<file path="src/rtl/mem_resp_pkg.sv">
// Shared definitions for the memory responder: FSM state encoding,
// backing-port defaults and the request kinds decoded at acceptance.
package mem_resp_pkg;

  localparam int unsigned BACK_AW_DEF = 18;
  localparam logic [17:0] IBASE_DEF   = 18'h20000;

  typedef enum logic [2:0] {
    S_IDLE,
    S_DRD,
    S_DWR,
    S_IF_LO,
    S_IF_HI,
    S_RHOLD,
    S_WDONE
  } state_e;

  typedef enum logic [1:0] {
    DATA_RD = 2'd0,
    DATA_WR = 2'd1,
    IFETCH  = 2'd2
  } req_e;

  // A write wins over a simultaneous read, and the instruction qualifier
  // only ever applies to reads.
  function automatic req_e decode_req(input logic write, input logic instr);
    if (write) return DATA_WR;
    if (instr) return IFETCH;
    return DATA_RD;
  endfunction

endpackage

</file>
<file path="src/rtl/mem_responder.sv">
// Serves core data reads/writes and 32-bit instruction fetches from a
// variable-latency 16-bit backing port; fetches take two backing reads.
module mem_responder
  import mem_resp_pkg::*;
#(
  parameter int unsigned          BACK_AW = BACK_AW_DEF,
  parameter logic [BACK_AW-1:0]   IBASE   = BACK_AW'(IBASE_DEF)
) (
  input  logic               clk,
  input  logic               rst,
  input  logic [15:0]        e_addr_bus,
  input  logic [15:0]        e_data,
  input  logic               ram_read,
  input  logic               ram_write,
  input  logic               ram_instr_access,
  input  logic               ram_read_done,
  output logic [15:0]        e_mem_bus,
  output logic [31:0]        e_sdram_instr,
  output logic               e_mem_cack,
  output logic               e_mem_busy,
  output logic               e_mem_ready,
  output logic               back_req,
  output logic               back_we,
  output logic [BACK_AW-1:0] back_addr,
  output logic [15:0]        back_wdata,
  input  logic               back_ack,
  input  logic [15:0]        back_rdata
);

  state_e               state_q, state_d;
  logic                 armed_q, armed_d;
  logic                 cack_q, cack_d;
  logic [BACK_AW-1:0]   addr_q, addr_d;
  logic [15:0]          wdata_q, wdata_d;
  logic [15:0]          bus_q, bus_d;
  logic [15:0]          lo_q, lo_d;
  logic [31:0]          instr_q, instr_d;

  logic [BACK_AW-1:0]   data_addr;
  logic [BACK_AW-1:0]   fetch_addr;

  // Fetch index k occupies two consecutive backing words; sums wrap at BACK_AW.
  assign data_addr  = BACK_AW'(e_addr_bus);
  assign fetch_addr = IBASE + BACK_AW'({e_addr_bus, 1'b0});

  always_ff @(posedge clk) begin
    if (rst) begin
      state_q <= S_IDLE;
      armed_q <= 1'b1;
      cack_q  <= 1'b0;
      addr_q  <= '0;
      wdata_q <= '0;
      bus_q   <= '0;
      lo_q    <= '0;
      instr_q <= '0;
    end else begin
      state_q <= state_d;
      armed_q <= armed_d;
      cack_q  <= cack_d;
      addr_q  <= addr_d;
      wdata_q <= wdata_d;
      bus_q   <= bus_d;
      lo_q    <= lo_d;
      instr_q <= instr_d;
    end
  end

  always_comb begin
    state_d = state_q;
    armed_d = armed_q;
    cack_d  = 1'b0;
    addr_d  = addr_q;
    wdata_d = wdata_q;
    bus_d   = bus_q;
    lo_d    = lo_q;
    instr_d = instr_q;

    // The core must drop both strobes before another request is served.
    if (!ram_read && !ram_write) armed_d = 1'b1;

    case (state_q)
      S_IDLE: begin
        if (armed_q && (ram_read || ram_write)) begin
          armed_d = 1'b0;
          cack_d  = 1'b1;
          wdata_d = e_data;
          case (decode_req(ram_write, ram_instr_access))
            DATA_WR: begin
              state_d = S_DWR;
              addr_d  = data_addr;
            end
            IFETCH: begin
              state_d = S_IF_LO;
              addr_d  = fetch_addr;
            end
            default: begin
              state_d = S_DRD;
              addr_d  = data_addr;
            end
          endcase
        end
      end
      S_DRD: begin
        if (back_ack) begin
          bus_d   = back_rdata;
          state_d = S_RHOLD;
        end
      end
      S_IF_LO: begin
        if (back_ack) begin
          lo_d    = back_rdata;
          addr_d  = addr_q + BACK_AW'(1);
          state_d = S_IF_HI;
        end
      end
      S_IF_HI: begin
        if (back_ack) begin
          instr_d = {back_rdata, lo_q};
          state_d = S_RHOLD;
        end
      end
      S_DWR: begin
        if (back_ack) state_d = S_WDONE;
      end
      S_WDONE: state_d = S_IDLE;
      S_RHOLD: begin
        if (ram_read_done || !ram_read) state_d = S_IDLE;
      end
      default: state_d = S_IDLE;
    endcase
  end

  assign back_req      = (state_q == S_DRD) || (state_q == S_DWR) ||
                         (state_q == S_IF_LO) || (state_q == S_IF_HI);
  assign e_mem_busy    = back_req;
  assign back_we       = (state_q == S_DWR);
  assign e_mem_ready   = (state_q == S_RHOLD) || (state_q == S_WDONE);
  assign e_mem_cack    = cack_q;
  assign back_addr     = addr_q;
  assign back_wdata    = wdata_q;
  assign e_mem_bus     = bus_q;
  assign e_sdram_instr = instr_q;

endmodule

</file>
<file path="config.mk">
export PLATFORM = sky130hd
export DESIGN_NAME = mem_responder
export DESIGN_NICKNAME = d
export VERILOG_FILES = /design/src/rtl/mem_resp_pkg.sv /design/src/rtl/mem_responder.sv
export SDC_FILE = /design/constraint.sdc
export NUM_CORES = 1
export LEC_CHECK = 0
export ABC_CLOCK_PERIOD_IN_PS = 1800
export BUFFER_PORTS_ARGS = -buffer_cell sky130_fd_sc_hd__buf_2
export CAP_MARGIN = 25
export CORE_MARGIN = 2
export CORE_UTILIZATION = 32
export CTS_CLUSTER_DIAMETER = 80
export DETAILED_ROUTE_END_ITERATION = 16
export PLACE_DENSITY = 0.6
export SYNTH_ARGS = -nofsm -noshare
export SYNTH_HDL_FRONTEND = slang
export SYNTH_SLANG_ARGS = --single-unit
</file>
<file path="constraint.sdc">
create_clock -name clk -period 1.8 [get_ports clk]
set_clock_uncertainty 0.2 [all_clocks]
set_input_delay 0.18 -clock clk [delete_from_list [all_inputs] [get_ports clk]]
set_output_delay 0.18 -clock clk [all_outputs]
set_load 0.01 [all_outputs]
</file>
# Word level (Yosys, flattened, before mapping)
# Index checks and enable logic that the tools add are counted.
[totals] ff_bits=103 in_bits=55 out_inout_bits=87 word_cells=72
[op_classes] addsub=2 n_eq_ne=13 n_mux=28 n_bitwise=1 n_reduce_logical=20
[op_table] cell="$mux 18" count=3
[op_table] cell="$pmux 18 s2" count=1
[op_table] cell="$add 18x1->18 const B" count=1
[op_table] cell="$add 18x17->18 const A" count=1
[op_table] cell="$mux 3" count=5
[op_table] cell="$pmux 3 s5" count=1
[op_table] cell="$mux 2" count=6
[op_table] cell="$mux 1" count=11
[op_table] cell="$eq 3x3->1 const B" count=3
[op_table] cell="$reduce_and 2->1" count=4
[op_table] cell="$eq 3x2->1 const B" count=2
[op_table] cell="$logic_or 1x1->1" count=6
[op_table] cell="$ne 2x2->1 const B" count=3
[op_table] cell="$reduce_and 5->1" count=1
[op_table] cell="$ne 2x1->1 const B" count=2
[op_table] cell="$pmux 2 s2" count=1
[op_table] cell="$reduce_or 2->1" count=2
[op_table] cell="$eq 3x1->1 const B" count=1
[op_table] cell="$logic_not 3->1" count=1
[op_table] cell="$reduce_and 3->1" count=1
[op_table] cell="$eq 2x1->1 const B" count=1
[op_table] cell="$eq 2x2->1 const B" count=1
[op_table] cell="$logic_and 1x1->1" count=2
[op_table] cell="$logic_not 1->1" count=2
[op_table] cell="other kinds (2)" count=2

# Longest topological paths before layout
[depth] word_depth=15 depth_mapped=7 mapped_depth_nobuf=6

# Least setup slack after synthesis
# OpenSTA, ideal clock, no wires.
[synth_timing] path_kind="reg-to-reg" from="register addr_q[0], in the netlist back_addr[0]" to="register addr_q[14], in the netlist back_addr[14]" setup_ns=0.103 t_arrival_ns=1.678 required_ns=1.497 setup_slack_ns=-0.182 stages_incl_launch_ff=7 path_buffers=0 period_less_slack_ns=1.982 path_cell_list="dfxtp_1 ha_1 nand4_4 or3_4 nor2_4 xnor2_1 a2111oi_2"
[synth_between] elab_chain_len=3
[synth_lines] element="start: declaration" line_no="mem_responder.sv:33" text="logic [BACK_AW-1:0] addr_q, addr_d;"
[synth_lines] element="start signal: assignment" line_no="mem_responder.sv:60" text="addr_q <= addr_d;"
[synth_lines] element="$add 18x1->18" line_no="mem_responder.sv:112" text="addr_d = addr_q + BACK_AW'(1);"
[synth_lines] element="$mux 18" line_no="mem_responder.sv:110" text="if (back_ack) begin"
[synth_lines] element="$pmux 18 s2" line_no="mem_responder.sv:81" text="case (state_q)"
# Every way passes these cells. The select of a mux whose other input is x is not followed.
# A chain may end at the register's enable or synchronous reset.

# Worst setup path after layout
[layout_timing] from="register state_q[1]" to="register addr_q[15], in the netlist back_addr[15]"
[layout_between] elab_chain_len=3 elab_cells_between_ends=7 cone_classes="3 x eq/ne; 1 x mux; 3 x reduce/logical"
[layout_lines] element="start: declaration" line_no="mem_responder.sv:30" text="state_e state_q, state_d;"
[layout_lines] element="start signal: assignment" line_no="mem_responder.sv:57" text="state_q <= state_d;"
[layout_lines] element="$eq 3x2->1 / $logic_not 3->1 (equally long branches)" line_no="mem_responder.sv:81"
[layout_lines] element="$ne 2x2->1 (no line) / $reduce_bool 2->1 (equally long branches)"
[layout_lines] element="$reduce_and 3->1 (no line)"
# Several ways; a longest one is shown, not always the timed one.

==> flow_summary_export.csv <==
group,metric,value,unit
final_layout,fillers,1353,
pwr,pwr_density_cell,1150,mW/mm2
clocking,clockBufferDepth,2,
clocking,cts-root-buf,"clkbuf_16",
floorplan,initial_core_util,32.5,%
final_layout,area_growth,46.7,%
synth,ys_ff_latch,103,
sta,fin_crit_sh,101,%
floorplan,die-width,122,um
worst_setup_path,cp.arrival,1.84,ns
sta,rsz0062_at_grt,"true",
worst_setup_path,cp-start-kind,"flop",
floorplan,boundaryPins,142,
placed_design,numPortBuffers,141,
global_route,grt_max_degree,37,
clocking,cts_tree,"built",
pwr,static-leakage-power,2.76,nW
sta,timing.hold.ws,0.0315,ns
synth,synth_top_flop_cell,"dfxtp_1",
synth,yosysSeqAreaShare,46.3,%
final_layout,layout.nets,847,
pwr,switchingPower,2.56,mW
worst_setup_path,setup.worst_path.end_class,"flop",
worst_setup_path,crit_fanout,5,
synth,yosysUniqueCellTypes,52,
global_route,antenna_found_initial,0,
sta,min_period,1.82,ns
synth,postSynthAreaPerCell,7.54,um2
route,wirelength,14.2,mm
sta,hold_violations,0,
hold_path,hold_depth,5,
global_route,grt_util_met3,5.38,%
clocking,path_clk_slew,0.07,ns
synth,netlist_instances,591,
route,drc,0,
global_route,grtUsageMet2,30.4,%
synth,postSynth.asyncResetShare,0,%
floorplan,core-area,0.0137,mm2
placed_design,place_area,0.00569,mm2
sta,max-slew-margin-rel,68.9,%
route,route.vias.total,4760,
worst_setup_path,rr_startpoint,"state_q[1]$_SDFFE_PP0P_",
run_status,violations,"negative setup slack",
placed_design,hpwlAfterDp,9.69,mm
sta,finalSetupViolations,5,
global_route,grt_usage,19.1,%
pwr,irDropWorstVdd,0.000902,V
pwr,internal_power,4.95,mW
synth,synth_edf_count,0,
placed_design,pre_cts_slack,-0.146,ns
pwr,netSwitchingFraction,34.0,%
final_layout,drive_gt1_share,32.6,%
synth,synth_area,0.00445,mm2
route,ant_nets,0,
worst_setup_path,reg2reg_depth,6,
hold_path,min_path_type,"in -> reg",
route,dr.pass1.iters,5,
hold_path,worst_hold_path.endpoint,"back_addr[4]$_SDFFE_PP0P_",
global_route,grt_pass1_vias,4503,
final_layout,stdcell_area,0.00654,mm2
clocking,clk_latency,0.35,ns
final_layout,insertedDiodeCount,0,
final_layout,ff_latch_area,0.00208,mm2
worst_setup_path,r2r_slack,-0.02,ns
hold_path,hp-start,"e_addr_bus[3]",
pwr,pwr-share-seq,37.6,%
floorplan,die-area,0.0149,mm2
sta,worst_slew_pin_slew,0.467,ns
sta,layout_setup_ws,-0.0158,ns
pwr,power,7.51,mW
job,cap_violations,0,
global_route,grt_pass1_wl,22.4,mm
final_layout,multiInputGateArea,0.00229,mm2
floorplan,die_h,122,um
placed_design,globalplace.congestion,0.891,
clocking,htree_num_levels,3,
synth,mappedNetlistNets,647,
sta,clock.fmax,551,MHz
route,drt-wirelength-per-cell,14.5,um
sta,slew_violations,0,
route,drtIter0Drc,292,
floorplan,rows,43,
synth,ys_warn_count,0,
global_route,gr-total-overflow,0,
pwr,p_clk_share,27.0,%
run_status,status,"complete, but fails checks",
global_route,grt_busiest_layer,"met2",
route,viasPerCell,4.88,
global_route,grt_util_met1,25.0,%
worst_setup_path,cp.required,1.83,ns
worst_setup_path,worstSetupPathType,"reg -> reg",
worst_setup_path,worstReg2RegEnd,"back_addr[15]$_SDFFE_PP0P_",
pwr,pwr-share-comb,35.5,%
clocking,numCtsBuffers,9,
clocking,numClockSinks,103,
what timing repair did:
item | in CTS | in global routing
gates cloned | 2 | 0
pin swaps | 4 | 8
resized for setup | 17 | 21
hold endpoints to repair | 66 | 0
setup endpoints to repair | 35 | 35
hold buffers | 35 | 0
buffers inserted | 3 | 0
sequential cells by signal, indices dropped and copies added, names as in the netlist:
signal and cells:
back_wdata 16, armed_q 1, state_q 3, e_mem_bus 16, e_sdram_instr 32, e_mem_cack 1, lo_q 16, back_addr 18
synth_stat cells, types with 2 or more instances:
cell | n | share of area [%]
o21ai_1 | 12 | 1.3
a211o_1 | 2 | 0.39
buf_2 | 14 | 1.6
or3_1 | 5 | 0.70
nand4_4 | 2 | 0.96
clkbuf_8 | 2 | 0.62
xor2_1 | 2 | 0.39
nand3_1 | 12 | 1.3
a211oi_1 | 8 | 1.3
nand2b_1 | 3 | 0.42
nor2_1 | 21 | 1.8
nor4_1 | 3 | 0.42
buf_4 | 4 | 0.67
nor2_4 | 2 | 0.51
xnor2_1 | 2 | 0.39
and2_1 | 2 | 0.28
buf_1 | 2 | 0.17
o21ai_0 | 5 | 0.56
o22ai_1 | 2 | 0.28
nor3_1 | 6 | 0.67
nand4_1 | 2 | 0.28
dfxtp_1 | 103 | 46
or2_2 | 3 | 0.42
inv_1 | 8 | 0.67
or2_1 | 3 | 0.42
nand2_1 | 201 | 17
and3_1 | 4 | 0.56
clkbuf_1 | 20 | 1.7
a21oi_1 | 104 | 12
a31oi_1 | 10 | 1.4
critical path, cell delays in order (launching register included):
cell and delay, ns:
dfxtp_2 0.35, buf_4 0.14, or3_4 0.42, nor2_4 0.17, a31oi_1 0.13, o21ai_1 0.19, a211oi_2 0.09
per-layer routing:
layer	wire length [um]	share of wire [%]	vias to the layer above
met5	0	0	-
met3	926	6.5	17
met1	6240	44	2201
li1	-	-	2379
met4	209	1.5	0
met2	6770	48	163
worst max-delay path by stage:
| stage | from | endpoint | slack, ns |
|---|---|---|---|
| after floorplan | back_addr[2]$_SDFFE_PP0P_ | back_addr[15]$_SDFFE_PP0P_ | -0.04 |
| final | state_q[1]$_SDFFE_PP0P_ | back_addr[15]$_SDFFE_PP0P_ | -0.02 |
| after detailed placement | state_q[1]$_SDFFE_PP0P_ | back_addr[13]$_SDFFE_PP0P_ | -0.15 |
| after global routing | back_addr[1]$_SDFFE_PP0P_ | back_addr[14]$_SDFFE_PP0P_ | -0.07 |
| after CTS | back_addr[0]$_SDFFE_PP0P_ | back_addr[14]$_SDFFE_PP0P_ | -0.03 |
| after global placement | state_q[1]$_SDFFE_PP0P_ | back_addr[13]$_SDFFE_PP0P_ | -0.08 |
cell usage in the layout (no fill, tap or decap), drive strengths merged, types with 2 or more instances in the layout:
master       count
a2111oi          2
a211o            2
a211oi           9
a21oi          104
a31oi           10
and2             4
and3             5
buf            195
clkbuf           9
dfxtp          103
dlygate4sd3     35
inv             13
nand2          201
nand2b           3
nand3           12
nand4            4
nor2            25
nor3             7
nor4             4
o21ai           18
o22ai            2
or2              6
or3              7
xnor2            2
xor2             2
cell families (layout without fill, tap and decap cells):
kind of cell	count (synthesis)	in the layout	share of synthesized area, %
AO/OA/AOI/OAI	150	150	19.0
XOR/XNOR	4	4	0.787
adder cells (fa/ha/maj)	1	1	0.281
buffers and inverters	51	254	5.48
flip-flops	103	103	46.3
multiplexers	1	1	0.225
AND/OR/NAND/NOR	281	282	28.0
power groups by stage:
| stage | clock [mW] | sequential (mW) | combinational, mW |
|---|---|---|---|
| after floorplan | 0 | 2.95 | 1.13 |
| after global placement | 0 | 2.83 | 2.25 |
| after CTS | 2.08 | 2.80 | 2.57 |
| final | 2.02 | 2.82 | 2.66 |
| after global routing | 2.17 | 2.85 | 2.89 |
| after detailed placement | 0 | 2.84 | 2.28 |
through the flow:
| stage | utilization, % | TNS [ns] | cells |
|---|---|---|---|
| floorplan | - | -0.0717 | 591 |
| global placement | 41.5 | -0.190 | 920 |
| detailed placement | 41.5 | -1.06 | 920 |
| CTS | 47.0 | -0.0319 | 975 |
| global route | 47.6 | -0.771 | 975 |
| finish | 47.6 | -0.0472 | 975 |
cell type report:
type                            instances  share of cell area, %
Multi-Input combinational cell        438                   35.0
Sequential cell                       103                   31.8
Timing Repair Buffer                  230                   24.7
Clock buffer                            9                   3.45
Tap cell                              180                   3.45
Clock inverter                          6                   1.15
Inverter                                9                  0.517
No activity file was read; power rests on OpenSTA's default activity.
